## src/rtl/lstm_gate_seq.sv

```systemverilog
// lstm_gate_seq: sequential evaluation of one LSTM gate value.
// Computes act( sum_i x[i]*w[i] + sum_j h[j]*u[j] + b ) with a single shared
// fixed-point multiplier. The result is a saturating WIDTH-bit accumulation,
// and the activation is a piecewise-linear sigmoid or a clamped tanh.
module lstm_gate_seq #(
    parameter int WIDTH = 32,
    parameter int FRAC  = 20,
    parameter int NX    = 4,
    parameter int NH    = 4,
    localparam int NMAX = (NX > NH) ? NX : NH,
    localparam int IDXW = (NMAX > 1) ? $clog2(NMAX) : 1
) (
    input  logic             clk,
    input  logic             rst,        // asynchronous, active-low
    input  logic             i_start,
    input  logic             i_act_sel,  // 0 = sigmoid, 1 = tanh
    input  logic [WIDTH-1:0] i_x,
    input  logic [WIDTH-1:0] i_w,
    input  logic [WIDTH-1:0] i_h,
    input  logic [WIDTH-1:0] i_u,
    input  logic [WIDTH-1:0] i_b,
    output logic [IDXW-1:0]  o_idx,
    output logic             o_busy,
    output logic             o_valid,
    output logic [WIDTH-1:0] o_sum,
    output logic [WIDTH-1:0] o_act
);

    typedef enum logic [2:0] {
        S_IDLE,
        S_MAC_X,
        S_MAC_H,
        S_BIAS,
        S_DONE
    } state_t;

    // Saturation limits, sign-extended to the width of the wide adder.
    localparam logic signed [2*WIDTH:0] SAT_MAX = {{(WIDTH+2){1'b0}}, {(WIDTH-1){1'b1}}};
    localparam logic signed [2*WIDTH:0] SAT_MIN = {{(WIDTH+2){1'b1}}, {(WIDTH-1){1'b0}}};
    // Fixed-point 1.0, 0.5 and -1.0 with one guard bit for the activation clamp.
    localparam logic signed [WIDTH:0] ONE_X     = {{WIDTH{1'b0}}, 1'b1} << FRAC;
    localparam logic signed [WIDTH:0] HALF_X    = ONE_X >>> 1;
    localparam logic signed [WIDTH:0] NEG_ONE_X = -ONE_X;

    state_t            state_q, state_d;
    logic [IDXW-1:0]   idx_q, idx_d;
    logic [WIDTH-1:0]  acc_q, acc_d;
    logic              mode_q, mode_d;
    logic [WIDTH-1:0]  sum_q, sum_d;
    logic [WIDTH-1:0]  act_q, act_d;
    logic              valid_q, valid_d;

    logic [WIDTH-1:0]          mul_a, mul_b;
    logic signed [2*WIDTH-1:0] mul_a_ext, mul_b_ext;
    logic signed [2*WIDTH-1:0] prod_full, prod_shift, addend;
    logic signed [2*WIDTH:0]   sum_wide;
    logic [WIDTH-1:0]          sat_sum;

    logic signed [WIDTH-1:0]   sum_s, sum_quarter;
    logic signed [WIDTH:0]     act_src, act_lo;
    logic [WIDTH-1:0]          act_sat;

    // Operand mux: x/w pair during MAC_X, h/u pair during MAC_H.
    always_comb begin
        mul_a = i_x;
        mul_b = i_w;
        if (state_q == S_MAC_H) begin
            mul_a = i_h;
            mul_b = i_u;
        end
    end

    // Full-precision signed product, floored back to FRAC fractional bits.
    assign mul_a_ext  = {{WIDTH{mul_a[WIDTH-1]}}, mul_a};
    assign mul_b_ext  = {{WIDTH{mul_b[WIDTH-1]}}, mul_b};
    assign prod_full  = mul_a_ext * mul_b_ext;
    assign prod_shift = prod_full >>> FRAC;

    // The bias uses the same saturating adder as the products.
    assign addend   = (state_q == S_BIAS) ? {{WIDTH{i_b[WIDTH-1]}}, i_b} : prod_shift;
    assign sum_wide = {{(WIDTH+1){acc_q[WIDTH-1]}}, acc_q} + {addend[2*WIDTH-1], addend};

    // Clamp the wide sum to the WIDTH range so the accumulator never wraps.
    always_comb begin
        sat_sum = sum_wide[WIDTH-1:0];
        if (sum_wide > SAT_MAX) begin
            sat_sum = SAT_MAX[WIDTH-1:0];
        end else if (sum_wide < SAT_MIN) begin
            sat_sum = SAT_MIN[WIDTH-1:0];
        end
    end

    // Activation from the registered pre-activation sum:
    // sigmoid ~ clamp(s/4 + 0.5, 0, 1), tanh ~ clamp(s, -1, 1).
    assign sum_s       = $signed(sum_q);
    assign sum_quarter = sum_s >>> 2;
    always_comb begin
        act_src = {sum_quarter[WIDTH-1], sum_quarter} + HALF_X;
        act_lo  = '0;
        if (mode_q) begin
            act_src = {sum_s[WIDTH-1], sum_s};
            act_lo  = NEG_ONE_X;
        end
        act_sat = act_src[WIDTH-1:0];
        if (act_src > ONE_X) begin
            act_sat = ONE_X[WIDTH-1:0];
        end else if (act_src < act_lo) begin
            act_sat = act_lo[WIDTH-1:0];
        end
    end

    // Next-state logic; i_start and i_act_sel only matter in IDLE.
    always_comb begin
        state_d = state_q;
        idx_d   = '0;
        acc_d   = acc_q;
        mode_d  = mode_q;
        sum_d   = sum_q;
        act_d   = act_q;
        valid_d = 1'b0;
        case (state_q)
            S_IDLE: begin
                if (i_start) begin
                    state_d = S_MAC_X;
                    acc_d   = '0;
                    mode_d  = i_act_sel;
                end
            end
            S_MAC_X: begin
                acc_d = sat_sum;
                if (idx_q == IDXW'(NX - 1)) begin
                    state_d = S_MAC_H;
                end else begin
                    idx_d = idx_q + IDXW'(1);
                end
            end
            S_MAC_H: begin
                acc_d = sat_sum;
                if (idx_q == IDXW'(NH - 1)) begin
                    state_d = S_BIAS;
                end else begin
                    idx_d = idx_q + IDXW'(1);
                end
            end
            S_BIAS: begin
                acc_d   = sat_sum;
                sum_d   = sat_sum;
                state_d = S_DONE;
            end
            S_DONE: begin
                // Result and valid pulse are registered on the edge that closes DONE.
                act_d   = act_sat;
                valid_d = 1'b1;
                state_d = S_IDLE;
            end
            default: begin
                state_d = S_IDLE;
            end
        endcase
    end

    // State register; reset discards any operation in flight.
    always_ff @(posedge clk or negedge rst) begin
        if (!rst) begin
            state_q <= S_IDLE;
            idx_q   <= '0;
            acc_q   <= '0;
            mode_q  <= 1'b0;
            sum_q   <= '0;
            act_q   <= '0;
            valid_q <= 1'b0;
        end else begin
            state_q <= state_d;
            idx_q   <= idx_d;
            acc_q   <= acc_d;
            mode_q  <= mode_d;
            sum_q   <= sum_d;
            act_q   <= act_d;
            valid_q <= valid_d;
        end
    end

    assign o_idx   = idx_q;
    assign o_busy  = (state_q == S_MAC_X) || (state_q == S_MAC_H) || (state_q == S_BIAS);
    assign o_valid = valid_q;
    assign o_sum   = sum_q;
    assign o_act   = act_q;

endmodule

```

## config.mk

```make
export PLATFORM = sky130hd
export DESIGN_NAME = lstm_gate_seq
export DESIGN_NICKNAME = d
export VERILOG_FILES = /design/src/rtl/lstm_gate_seq.sv
export SDC_FILE = /design/constraint.sdc
export NUM_CORES = 2
export LEC_CHECK = 0
export CAP_MARGIN = 20
export CORE_MARGIN = 1.5
export CORE_UTILIZATION = 35
export CTS_CLUSTER_SIZE = 28
export DETAILED_ROUTE_END_ITERATION = 16
export DONT_BUFFER_PORTS = 1
export MAX_ROUTING_LAYER = met4
export PLACE_DENSITY_LB_ADDON = 0.15
export SKIP_CTS_REPAIR_TIMING = 1
export SLEW_MARGIN = 10
export SYNTH_ARGS = -nofsm -noshare
export SYNTH_HDL_FRONTEND = slang
export SYNTH_SLANG_ARGS = --single-unit
```

## constraint.sdc

```tcl
create_clock -name clk -period 22.1 [get_ports clk]
set_input_delay 4.42 -clock clk [delete_from_list [all_inputs] [get_ports clk]]
set_output_delay 4.42 -clock clk [all_outputs]
set_load 0.05 [all_outputs]
```

==> impl_metrics.prom <==
# TYPE chip_impl_metric gauge
chip_impl_metric{name="dp_hpwl",unit="mm"} 126
chip_impl_info{name="r2r-start",value="state_q[1]$_DFFE_PN0P_"} 1
chip_impl_info{name="critPathCaptureType",value="register"} 1
chip_impl_metric{name="worst-r2r-setup-slack",unit="ns"} 7.32
chip_impl_metric{name="fin_tns_setup",unit="ns"} 0
chip_impl_info{name="unrepaired_setup_endpoints_after_global_routing",value="false"} 1
chip_impl_info{name="cts-root-buf",value="clkbuf_16"} 1
chip_impl_metric{name="drive_above_1_share",unit=""} 0.0462
chip_impl_info{name="run_status",value="finished clean"} 1
chip_impl_metric{name="synth_edf_count",unit=""} 0
chip_impl_metric{name="grt_util_overall",unit=""} 0.255
chip_impl_metric{name="grt_use_met1",unit=""} 0.349
chip_impl_metric{name="finalCriticalPeriod",unit="ns"} 16.90
chip_impl_metric{name="finalMaxSlewViolations",unit=""} 0
chip_impl_info{name="tritoncts_clock_tree",value="done"} 1
chip_impl_metric{name="totalWireLength",unit="mm"} 155
chip_impl_info{name="netlist_top_cells_count",value="fa_1 (1,083), inv_1 (982), nand2_1 (721)"} 1
chip_impl_metric{name="yosys_register_bits",unit=""} 103
chip_impl_metric{name="arrival",unit="ns"} 17.18
chip_impl_info{name="critical_path.reg2reg.endpoint",value="acc_q[10]$_DFFE_PN0P_"} 1
chip_impl_metric{name="grt_start_max_net_pins",unit=""} 104
chip_impl_metric{name="setup_ws",unit="ns"} 5.20
chip_impl_metric{name="final-setup-viol-count",unit=""} 0
chip_impl_info{name="start_kind",value="input port"} 1
chip_impl_metric{name="min_period_over_period",unit=""} 0.765
chip_impl_metric{name="core.rowCount",unit=""} 130
chip_impl_metric{name="antenna_found_initial",unit=""} 4
chip_impl_metric{name="dpl-instance-area",unit="mm²"} 0.0461
chip_impl_info{name="synth_top_flop_cell",value="dfrtp_1"} 1
chip_impl_metric{name="ys_async_sr_fraction",unit=""} 1.00
chip_impl_metric{name="gp_routability_congestion",unit=""} 0.903
chip_impl_metric{name="finish.net_count",unit=""} 6346
chip_impl_metric{name="n_fill_cell",unit=""} 13100
chip_impl_info{name="cpMostUsedCell",value="fa_1"} 1
chip_impl_metric{name="layoutNonFillerInstCount",unit=""} 6526
chip_impl_info{name="hold_end",value="acc_q[4]$_DFFE_PN0P_"} 1
chip_impl_metric{name="dpl_worst_slack",unit="ns"} 4.97
chip_impl_metric{name="drt-initial-drc-count",unit=""} 2375
chip_impl_metric{name="die-area",unit="mm²"} 0.128
chip_impl_metric{name="yosysTopAreaCellShare",unit=""} 0.492
chip_impl_metric{name="max-clock-path-buffers",unit=""} 2
chip_impl_metric{name="synth-seq-area-share",unit=""} 0.0584
chip_impl_info{name="cpMaxStageDelayCell",value="o41a_1"} 1
chip_impl_metric{name="numPlacedInstances",unit=""} 6506
chip_impl_metric{name="holdPathStages",unit=""} 2
chip_impl_metric{name="ant_nets",unit=""} 0
chip_impl_info{name="post-synth-top-count-cell",value="fa_1"} 1
chip_impl_metric{name="via_total_after_detailed_routing",unit=""} 34400
chip_impl_metric{name="cts.sink_count",unit=""} 103
chip_impl_metric{name="via_count_of_the_first_global_routing_pass",unit=""} 36300
chip_impl_metric{name="netlist_area_pre_place",unit="mm²"} 0.0441
chip_impl_metric{name="routed_wire_length_per_instance",unit="µm"} 23.7
chip_impl_metric{name="grt_first_pass_wirelength",unit="mm"} 237
chip_impl_metric{name="worstMarginPinSlew",unit="ns"} 0.995
chip_impl_metric{name="mappedNetlistNets",unit=""} 6497
chip_impl_metric{name="clkTransAtPathRegs",unit="ns"} 0.08
chip_impl_metric{name="post_synth_inst_count",unit=""} 5019
chip_impl_metric{name="number_of_levels_the_h_tree_was_split_into",unit=""} 3
chip_impl_metric{name="worstRegToRegCells",unit=""} 39
chip_impl_metric{name="drt-vias-per-instance",unit=""} 5.27
chip_impl_metric{name="crit_path_max_incr_delay",unit="ns"} 0.78
chip_impl_metric{name="drv_cap",unit=""} 0
chip_impl_info{name="top_cells_by_area_synth",value="fa_1 (49%), inv_1 (8.4%), ha_1 (6.6%)"} 1
chip_impl_metric{name="initial_core_utilization",unit=""} 0.352
chip_impl_metric{name="critPathRequiredTime",unit="ns"} 22.38
chip_impl_metric{name="drt_drc_violations_left",unit=""} 0
chip_impl_info{name="synth_top_cell_by_area",value="fa_1"} 1
chip_impl_metric{name="top_level_ports",unit=""} 232
chip_impl_metric{name="gr-usage-met3",unit=""} 0.0260
chip_impl_metric{name="grtUsageMet2",unit=""} 0.411
chip_impl_info{name="hold_path.startpoint",value="acc_q[4]$_DFFE_PN0P_"} 1
chip_impl_metric{name="finalClockSkew",unit="ns"} 0.0139
chip_impl_metric{name="netlist-cell-type-count",unit=""} 75
chip_impl_metric{name="tritoncts.num_buffers",unit=""} 9
chip_impl_metric{name="buffer_ports.inserted",unit=""} 0
chip_impl_metric{name="crit_fanout",unit=""} 18
chip_impl_metric{name="achievable-frequency",unit="MHz"} 59.2
chip_impl_metric{name="design_area",unit="mm²"} 0.0464
chip_impl_metric{name="core",unit="mm²"} 0.125
chip_impl_info{name="critical_path_class",value="in -> reg"} 1
chip_impl_info{name="grt_busiest_layer",value="met2"} 1
chip_impl_metric{name="die_width",unit="µm"} 358
chip_impl_metric{name="worstSkewPairLatency",unit="ns"} 0.36
chip_impl_metric{name="synth_area_per_cell",unit="µm²"} 8.79
chip_impl_metric{name="first_pass_iters",unit=""} 6
chip_impl_metric{name="syn2layout_area_growth",unit="%"} 5.25
chip_impl_metric{name="max_slew_headroom",unit=""} 0.334
chip_impl_info{name="worst_hold_path_class",value="reg -> reg"} 1
chip_impl_metric{name="grt_overflow_total",unit=""} 0
chip_impl_metric{name="report.final.hold_viol_count",unit=""} 0
chip_impl_metric{name="fp.dieH",unit="µm"} 358
chip_impl_metric{name="yosysWarnings",unit=""} 0
## cells by family (layout without fill, tap and decap cells)
group           Yosys count  count (layout)  share of synthesized area
other cells               0               3                          0
compound gates          552             552                     0.0778
xor+xnor                 96              96                     0.0191
flops                   103             103                     0.0584
buf+inv                1236            1090                      0.105
mux                     144             144                     0.0344
fa+ha+maj              1314            1314                      0.557
simple gates           1574            1574                      0.148
## final cells by class
cell class	count	area (µm²)	share of cell area
diodes	3	7.51	0.000162
clock buffers	10	239	0.00515
clock inverters	6	68.8	0.00148
inverters	983	3690	0.0795
multi-input cells	3680	37100	0.798
flip-flops and latches	103	2580	0.0555
well taps	1650	2060	0.0445
repair buffers	91	716	0.0154
## worst max-delay path, delay by kind of cell
| family | cells | cell delay [ns] |
|---|---|---|
| multiplexers | 1 | 0.72 |
| AND/OR/NAND/NOR | 8 | 2.40 |
| XOR/XNOR | 1 | 0.30 |
| buffers and inverters | 2 | 0.37 |
| adder cells (fa/ha/maj) | 10 | 4.70 |
| AO/OA/AOI/OAI | 14 | 4.22 |
## through the flow
step | hold slack, ns | util
6_report | 0.491 | 0.371
3_3_place_gp | 0.471 | 0.368
4_1_cts | 0.498 | 0.370
5_1_grt | 0.533 | 0.371
2_1_floorplan | 0.456 | -
3_5_place_dp | 0.479 | 0.368
## worst max path at each step
stage	start	end	slack, ns	cells after the start
floorplan	i_h[15]	acc_q[21]$_DFFE_PN0P_	7.07	39
global placement	i_h[18]	o_sum[17]$_DFFE_PN0P_	5.14	37
detailed placement	i_h[17]	o_sum[18]$_DFFE_PN0P_	4.97	37
CTS	i_h[17]	o_sum[18]$_DFFE_PN0P_	5.28	37
global route	i_h[17]	acc_q[10]$_DFFE_PN0P_	4.50	36
finish	i_h[17]	acc_q[10]$_DFFE_PN0P_	5.20	36
## registers in the layout, summed over array words and instances (netlist names)
signal and count:
acc_q 32, mode_q 1, o_act 32, o_idx 2, o_sum 32, o_valid 1
state_q 3
## placed cells by master (no fill, tap or decap), types with 27 or more instances in the layout
master	count
fa_1	1083
buf_4	89
a21o_1	40
xnor2_1	64
nor4_1	40
nand2b_1	27
inv_1	982
dfrtp_1	103
xor2_1	32
mux2i_2	29
mux2_2	61
a31oi_1	47
o21ai_0	121
ha_1	231
nand3_1	33
nor2_1	609
nand2_1	721
nor3_1	27
a21oi_1	185
nand4_1	31
mux2i_1	48
## routing by layer
metal  wire length (µm)  vias up
met2              74100     1080
met5                  0        -
met1              68100    18200
met4               3410        0
met3               9250      149
li1                   -    15000
Power is left out: the tool's default activity adds up to more than one toggle a clock period on the data nets, which glitch-free logic cannot reach.
